<file path="src/rtl/log_pkg.sv">
// Shared definitions for the log-stream arbiter: default beat width,
// FSM state encoding and the round-robin pick function.
package log_pkg;

  localparam int LOG_WIDTH_DEFAULT = 64;
  localparam int LOG_MAX_INPUTS    = 8;

  localparam logic [0:0] ST_IDLE  = 1'b0;
  localparam logic [0:0] ST_GRANT = 1'b1;

  // First set bit of valid_vec scanning last+1 .. last+num (mod num).
  // If nothing is valid, last is returned unchanged.
  function automatic logic [2:0] rr_next(input logic [7:0] valid_vec,
                                         input logic [2:0] last,
                                         input int         num);
    logic [2:0] pick;
    logic       found;
    int         idx;
    pick  = last;
    found = 1'b0;
    for (int i = 1; i <= LOG_MAX_INPUTS; i++) begin
      idx = (int'(last) + i) % num;
      if (!found && (i <= num) && valid_vec[idx[2:0]]) begin
        pick  = idx[2:0];
        found = 1'b1;
      end
    end
    return pick;
  endfunction

endpackage

</file>
<file path="src/rtl/axis_log_arbiter_if.sv">
// Bundle of the per-source input streams and the merged output stream.
// slave is the arbiter's view, master the view of whatever drives it.
interface axis_log_arbiter_if
  import log_pkg::*;
#(
  parameter int C_NUM_INPUTS     = 4,
  parameter int C_AXIS_LOG_WIDTH = LOG_WIDTH_DEFAULT,
  parameter int C_DEST_WIDTH     = 3
);
  logic [C_NUM_INPUTS*C_AXIS_LOG_WIDTH-1:0] s_axis_log_tdata;
  logic [C_NUM_INPUTS-1:0]                  s_axis_log_tlast;
  logic [C_NUM_INPUTS-1:0]                  s_axis_log_tvalid;
  logic [C_NUM_INPUTS-1:0]                  s_axis_log_tready;
  logic [C_AXIS_LOG_WIDTH-1:0]              m_axis_log_tdata;
  logic [C_DEST_WIDTH-1:0]                  m_axis_log_tdest;
  logic                                     m_axis_log_tlast;
  logic                                     m_axis_log_tvalid;
  logic                                     m_axis_log_tready;

  modport slave (
    input  s_axis_log_tdata, s_axis_log_tlast, s_axis_log_tvalid, m_axis_log_tready,
    output s_axis_log_tready, m_axis_log_tdata, m_axis_log_tdest, m_axis_log_tlast,
           m_axis_log_tvalid
  );

  modport master (
    output s_axis_log_tdata, s_axis_log_tlast, s_axis_log_tvalid, m_axis_log_tready,
    input  s_axis_log_tready, m_axis_log_tdata, m_axis_log_tdest, m_axis_log_tlast,
           m_axis_log_tvalid
  );
endinterface

</file>
<file path="src/rtl/axis_log_reg_slice.sv">
// Two-entry skid buffer. in_ready depends only on the registered skid
// flag, so there is no combinational path from out_ready back upstream.
module axis_log_reg_slice #(
  parameter int C_PAYLOAD_WIDTH = 68
) (
  input  logic                       clk,
  input  logic                       rst,
  input  logic [C_PAYLOAD_WIDTH-1:0] in_payload,
  input  logic                       in_valid,
  output logic                       in_ready,
  output logic [C_PAYLOAD_WIDTH-1:0] out_payload,
  output logic                       out_valid,
  input  logic                       out_ready,
  output logic                       skid_full
);
  logic [C_PAYLOAD_WIDTH-1:0] skid_payload;

  assign in_ready = ~skid_full;

  // Refill the output from skid first, else pass through; park in skid while stalled.
  always_ff @(posedge clk) begin
    if (rst) begin
      out_payload  <= '0;
      out_valid    <= 1'b0;
      skid_payload <= '0;
      skid_full    <= 1'b0;
    end else if (!out_valid || out_ready) begin
      if (skid_full) begin
        out_payload <= skid_payload;
        out_valid   <= 1'b1;
        skid_full   <= 1'b0;
      end else begin
        out_valid <= in_valid;
        if (in_valid) out_payload <= in_payload;
      end
    end else if (in_valid && !skid_full) begin
      skid_payload <= in_payload;
      skid_full    <= 1'b1;
    end
  end
endmodule

</file>
<file path="src/rtl/axis_log_arbiter.sv">
// Round-robin merge of several log streams at message granularity.
//   state    | meaning
//   ST_IDLE  | no grant held; pick next source with valid (one cycle)
//   ST_GRANT | forward beats of grant until its tlast is accepted
module axis_log_arbiter
  import log_pkg::*;
#(
  parameter int C_NUM_INPUTS     = 4,
  parameter int C_AXIS_LOG_WIDTH = LOG_WIDTH_DEFAULT,
  parameter int C_DEST_WIDTH     = 3
) (
  input  logic                    clk,
  input  logic                    rst,
  axis_log_arbiter_if.slave       log_bus,
  output logic [31:0]             msg_count,
  output logic                    busy
);
  localparam int PW = C_AXIS_LOG_WIDTH + C_DEST_WIDTH + 1;

  logic [0:0]                  state;
  logic [2:0]                  grant;
  logic [2:0]                  last_grant;
  logic [C_AXIS_LOG_WIDTH-1:0] sel_data;
  logic                        sel_last;
  logic                        sel_valid;
  logic                        in_valid;
  logic                        slice_ready;
  logic                        skid_full;
  logic                        accept;
  logic [PW-1:0]               out_payload;
  logic [31:0]                 msg_count_q;

  // Grant mux: steer the granted source onto the slice input.
  always_comb begin
    sel_data  = '0;
    sel_last  = 1'b0;
    sel_valid = 1'b0;
    for (int i = 0; i < C_NUM_INPUTS; i++) begin
      if (grant == 3'(i)) begin
        sel_data  = log_bus.s_axis_log_tdata[i*C_AXIS_LOG_WIDTH +: C_AXIS_LOG_WIDTH];
        sel_last  = log_bus.s_axis_log_tlast[i];
        sel_valid = log_bus.s_axis_log_tvalid[i];
      end
    end
  end

  // Only the granted source sees ready, and only while the slice has room.
  always_comb begin
    log_bus.s_axis_log_tready = '0;
    for (int i = 0; i < C_NUM_INPUTS; i++) begin
      log_bus.s_axis_log_tready[i] = (state == ST_GRANT) && (grant == 3'(i)) && slice_ready;
    end
  end

  assign in_valid = (state == ST_GRANT) && sel_valid;
  assign accept   = in_valid && slice_ready;

  // Arbitration FSM; a stalled granted source keeps the grant.
  always_ff @(posedge clk) begin
    if (rst) begin
      state      <= ST_IDLE;
      grant      <= '0;
      last_grant <= 3'(C_NUM_INPUTS - 1);
    end else begin
      case (state)
        ST_IDLE: begin
          if (|log_bus.s_axis_log_tvalid) begin
            grant <= rr_next(8'(log_bus.s_axis_log_tvalid), last_grant, C_NUM_INPUTS);
            state <= ST_GRANT;
          end
        end
        default: begin
          if (accept && sel_last) begin
            last_grant <= grant;
            state      <= ST_IDLE;
          end
        end
      endcase
    end
  end

  axis_log_reg_slice #(.C_PAYLOAD_WIDTH(PW)) u_slice (
    .clk         (clk),
    .rst         (rst),
    .in_payload  ({sel_data, C_DEST_WIDTH'(grant), sel_last}),
    .in_valid    (in_valid),
    .in_ready    (slice_ready),
    .out_payload (out_payload),
    .out_valid   (log_bus.m_axis_log_tvalid),
    .out_ready   (log_bus.m_axis_log_tready),
    .skid_full   (skid_full)
  );

  assign log_bus.m_axis_log_tdata = out_payload[PW-1 -: C_AXIS_LOG_WIDTH];
  assign log_bus.m_axis_log_tdest = out_payload[C_DEST_WIDTH:1];
  assign log_bus.m_axis_log_tlast = out_payload[0];

  // Count completed messages on the output side; wraps naturally.
  always_ff @(posedge clk) begin
    if (rst) begin
      msg_count_q <= '0;
    end else if (log_bus.m_axis_log_tvalid && log_bus.m_axis_log_tready &&
                 log_bus.m_axis_log_tlast) begin
      msg_count_q <= msg_count_q + 32'd1;
    end
  end

  assign msg_count = msg_count_q;
  assign busy      = (state == ST_GRANT) | log_bus.m_axis_log_tvalid | skid_full;
endmodule

</file>
<file path="src/flat_wrapper.sv">
// flat-port wrapper written by rule: the top's interface ports become plain ports
module axis_log_arbiter_flat import log_pkg::*;
#(
  parameter int C_NUM_INPUTS     = 4,
  parameter int C_AXIS_LOG_WIDTH = LOG_WIDTH_DEFAULT,
  parameter int C_DEST_WIDTH     = 3
)
  (clk, rst, msg_count, busy, log_bus_s_axis_log_tdata, log_bus_s_axis_log_tlast, log_bus_s_axis_log_tvalid, log_bus_m_axis_log_tready, log_bus_s_axis_log_tready, log_bus_m_axis_log_tdata, log_bus_m_axis_log_tdest, log_bus_m_axis_log_tlast, log_bus_m_axis_log_tvalid);
  axis_log_arbiter_if #(.C_NUM_INPUTS(C_NUM_INPUTS), .C_AXIS_LOG_WIDTH(C_AXIS_LOG_WIDTH), .C_DEST_WIDTH(C_DEST_WIDTH)) log_bus_i ();
  input  logic clk;
  input  logic rst;
  output logic [31:0] msg_count;
  output logic busy;
  input wire logic [$bits(log_bus_i.s_axis_log_tdata)-1:0] log_bus_s_axis_log_tdata;
  input wire logic [$bits(log_bus_i.s_axis_log_tlast)-1:0] log_bus_s_axis_log_tlast;
  input wire logic [$bits(log_bus_i.s_axis_log_tvalid)-1:0] log_bus_s_axis_log_tvalid;
  input wire logic [$bits(log_bus_i.m_axis_log_tready)-1:0] log_bus_m_axis_log_tready;
  output wire logic [$bits(log_bus_i.s_axis_log_tready)-1:0] log_bus_s_axis_log_tready;
  output wire logic [$bits(log_bus_i.m_axis_log_tdata)-1:0] log_bus_m_axis_log_tdata;
  output wire logic [$bits(log_bus_i.m_axis_log_tdest)-1:0] log_bus_m_axis_log_tdest;
  output wire logic [$bits(log_bus_i.m_axis_log_tlast)-1:0] log_bus_m_axis_log_tlast;
  output wire logic [$bits(log_bus_i.m_axis_log_tvalid)-1:0] log_bus_m_axis_log_tvalid;
  assign log_bus_i.s_axis_log_tdata = log_bus_s_axis_log_tdata;
  assign log_bus_i.s_axis_log_tlast = log_bus_s_axis_log_tlast;
  assign log_bus_i.s_axis_log_tvalid = log_bus_s_axis_log_tvalid;
  assign log_bus_i.m_axis_log_tready = log_bus_m_axis_log_tready;
  assign log_bus_s_axis_log_tready = log_bus_i.s_axis_log_tready;
  assign log_bus_m_axis_log_tdata = log_bus_i.m_axis_log_tdata;
  assign log_bus_m_axis_log_tdest = log_bus_i.m_axis_log_tdest;
  assign log_bus_m_axis_log_tlast = log_bus_i.m_axis_log_tlast;
  assign log_bus_m_axis_log_tvalid = log_bus_i.m_axis_log_tvalid;
  axis_log_arbiter #(.C_NUM_INPUTS(C_NUM_INPUTS), .C_AXIS_LOG_WIDTH(C_AXIS_LOG_WIDTH), .C_DEST_WIDTH(C_DEST_WIDTH)) u_core (.clk(clk), .rst(rst), .log_bus(log_bus_i), .msg_count(msg_count), .busy(busy));
endmodule
</file>
<file path="config.mk">
export PLATFORM = sky130hd
export DESIGN_NAME = axis_log_arbiter_flat
export DESIGN_NICKNAME = d
export VERILOG_FILES = /design/src/rtl/log_pkg.sv /design/src/rtl/axis_log_arbiter_if.sv /design/src/rtl/axis_log_reg_slice.sv /design/src/rtl/axis_log_arbiter.sv /design/src/flat_wrapper.sv
export SDC_FILE = /design/constraint.sdc
export NUM_CORES = 1
export LEC_CHECK = 0
export BUFFER_PORTS_ARGS = -buffer_cell sky130_fd_sc_hd__buf_4
export CAP_MARGIN = 20
export CORE_MARGIN = 2
export CORE_UTILIZATION = 45
export DETAILED_ROUTE_END_ITERATION = 8
export GPL_ROUTABILITY_DRIVEN = 1
export PLACE_DENSITY = 0.79
export SYNTH_ARGS = -nofsm -noshare
export SYNTH_HDL_FRONTEND = slang
export SYNTH_SLANG_ARGS = --single-unit
</file>
<file path="constraint.sdc">
create_clock -name clk -period 2 [get_ports clk]
set_clock_uncertainty 0.05 [all_clocks]
set_input_delay 0.2 -clock clk [delete_from_list [all_inputs] [get_ports clk]]
set_output_delay 0.2 -clock clk [all_outputs]
set_load 0.02 [all_outputs]
</file>
==> impl_metrics.json <==
{
  "crit_path_start_kind": "flip-flop",
  "cts_tree": "done",
  "via_count": 10616,
  "ir_drop_uv": 468,
  "nFillCells": 1807,
  "hold_viol_final": 0,
  "slew_viol_final": 0,
  "synth-async-reset-ratio_pct": 0,
  "synth.yosys.seq_area_share_pct": 35.5,
  "ys_ff_latch": 176,
  "cts_root_buf": "clkbuf_16",
  "io_buffers": 372,
  "synth_xor_area_share_pct": 0.705,
  "syn2layout_area_growth_pct": 41.7,
  "path_cells": "nand4_4, or4_4, buf_12, or4_1, a21oi_2",
  "clock_path_buffers": 2,
  "antenna_found_initial": 0,
  "status": "finished, final reports clean",
  "track_usage_pct": 27.9,
  "power_density_nw_per_um2": 713,
  "gp_congestion": 0.863,
  "cpPeakStageDelay_ns": 0.57,
  "tightest_slew_ns": 0.566,
  "cap_viol_max_count": 0,
  "insertion_delay_ns": 0.43,
  "final_core_util_pct": 64.7,
  "synth_fa_ha_area_share_pct": 0.126,
  "synth_ff_type": "dfxtp_1",
  "max_freq_mhz": 504,
  "crit_fanout": 16,
  "clkTransAtPathRegs_ns": 0.07,
  "viasPerCell": 5.95,
  "synthSimpleGateAreaFrac_pct": 18.0,
  "fp.dieArea_sq_um": 23300,
  "nNetsFinal": 1760,
  "htree_levels": 4,
  "synthesis.nets": 1421,
  "drive_gt1_share_pct": 34.5,
  "p_leak_nw": 6.08,
  "syn_avg_cell_area_sq_um": 8.61,
  "synth_top_family_by_area": "compound AO/OA/AOI/OAI gates",
  "fin_tns_setup_ns": 0,
  "clock-sinks": 176,
  "initial_core_util_pct": 45.7,
  "synth_compound_area_share_pct": 25.9,
  "wl_microns": 34000,
  "diodes": 0,
  "fin_crit_sh_pct": 99.3,
  "worstPathRequired_ns": 2.31,
  "drt_pass1_iterations": 7,
  "io_pins": 373,
  "holdCritPathClass": "in2reg",
  "rows": 54,
  "dp_cells": 1747,
  "cp.arrival_ns": 2.29,
  "grt_max_degree": 85,
  "critPathSlowestCell": "or4_4",
  "coreArea_sq_um": 21800,
  "layout_min_cycle_time_ns": 1.99,
  "wl_per_cell_microns": 19.1,
  "end_kind": "flip-flop",
  "yosysWarnings": 0,
  "synth-edff-count": 0,
  "grt_pass1_vias": 10347,
  "worst-setup-path-type": "reg2reg",
  "ant_nets": 0,
  "synth_area_sq_um": 9930,
  "crit_buf_inv": 1,
  "synthMuxAreaShare_pct": 14.3,
  "grt-ovfl-total": 0,
  "chipWidth_microns": 153,
  "die_h_microns": 153,
  "setup_viol": 0,
  "drtIter0Drc": 752,
  "cts_inserted_buffers": 17,
  "rsz0062_at_grt": "true",
  "grt_pass1_wl_microns": 53400,
  "finalNonFillerCells": 1785,
  "hpwlAfterDp_microns": 23400,
  "synthCells": 1153,
  "yosysUniqueCellTypes": 43,
  "slew_headroom_pct": 62.3,
  "critPathTopFamily": "simple AND/OR/NAND/NOR gates",
  "drc": 0
}
[kinds of logic after synthesis]
logic type | count (synthesis)
flops | 176
xor+xnor | 8
buf+inv | 132
compound gates | 389
simple gates | 308
mux | 139
fa+ha+maj | 1
[worst paths after layout]
| kind | start | to | slack [ns] | cells after the start |
|---|---|---|---|---|
| worst max-delay path | u_core.msg_count[5] | u_core.msg_count[29] | 0.01 | 5 |
| worst min-delay path | log_bus_s_axis_log_tdata[80] | u_core.u_slice.skid_payload[20] | 0.11 | 4 |
| worst max register to register | u_core.msg_count[5] | u_core.msg_count[29] | 0.01 | 5 |
| worst min register to register | u_core.u_slice.skid_payload[1] | u_core.u_slice.skid_payload[1] | 0.41 | 2 |
[registers in the layout, indices dropped and copies added (netlist names)]
name                         cells
u_core.u_slice.out_payload      68
u_core.u_slice.skid_payload     68
u_core.msg_count                32
u_core.grant                     3
u_core.last_grant                2
u_core.state                     1
u_core.u_slice.out_valid         1
u_core.u_slice.skid_full         1
[worst register-to-register path: stages (launching register included)]
cell and delay [ns]:
dfxtp_4 0.36, nand4_4 0.11, or4_4 0.57, buf_12 0.17, or4_1 0.49, a21oi_2 0.17
[layout by cell type, fill, tap and decap left out, drive strengths merged, types with 64 or more instances in the layout]
| cell | Yosys | layout |
|---|---|---|
| a211oi | 70 | 70 |
| a21oi | 162 | 162 |
| a41o | 64 | 64 |
| buf | 37 | 442 |
| dfxtp | 176 | 176 |
| mux2i | 134 | 134 |
| nand2 | 79 | 79 |
| nand2b | 67 | 67 |
| nor3b | 68 | 68 |
| o22ai | 65 | 65 |
[layout make-up]
type                    count  area, sq um  share of cell area [%]
clock buffers              18          429                    3.05
flip-flops and latches    176         3560                    25.3
multi-input cells         846         5990                    42.6
clock inverters            14          179                    1.27
repair buffers            442         3530                    25.1
inverters                   9         33.8                   0.240
well taps                 280          350                    2.49
[through the flow]
stage / hold WS [ns] / power [W] / setup WS (ns) / area, sq um
floorplan: 0.386 / 0.00540 / -0.0377 / 9970
global placement: 0.392 / 0.00651 / 0.00807 / 13300
detailed placement: 0.400 / 0.00656 / -0.00802 / 13300
CTS: 0.0991 / 0.0101 / -0.000531 / 13900
global route: 0.112 / 0.0105 / -0.0384 / 14100
finish: 0.109 / 0.0100 / 0.0146 / 14100
[layer usage]
metal / wire (microns) / global-route usage (%)
met1: 13700 / 34.3
met2: 16900 / 48.0
met3: 2510 / 6.43
met4: 927 / 9.92
met5: 0 / 0
[synth_stat cells, types with 12 or more instances]
cell type / count / area (sq um)
or3_1: 12 / 75.1
o21ai_0: 13 / 65.1
nor2_1: 23 / 86.3
or4_1: 14 / 105
nor3b_1: 68 / 510
o22ai_1: 65 / 407
dfxtp_1: 176 / 3520
a41o_1: 64 / 641
buf_2: 22 / 110
nand2_1: 79 / 297
mux2i_1: 134 / 1340
a211oi_1: 70 / 526
clkbuf_1: 85 / 319
nand2b_1: 67 / 419
a21oi_1: 161 / 806
[repair_timing]
action	CTS	global route
resized for setup	6	21
pin swaps	0	6
endpoints found under the hold margin	0	0
gates cloned	0	2
endpoints found under the setup margin	11	74
setup buffers	1	3
hold buffers	0	0
[power by group]
part	switching (W)	leakage [nW]	total, W	internal (W)
Combinational	0.00147	4.34	0.00272	0.00125
Sequential	0.000122	1.44	0.00380	0.00368
Clock	0.00151	0.295	0.00351	0.00199
Note: power is estimated with default switching activity, not from simulation.
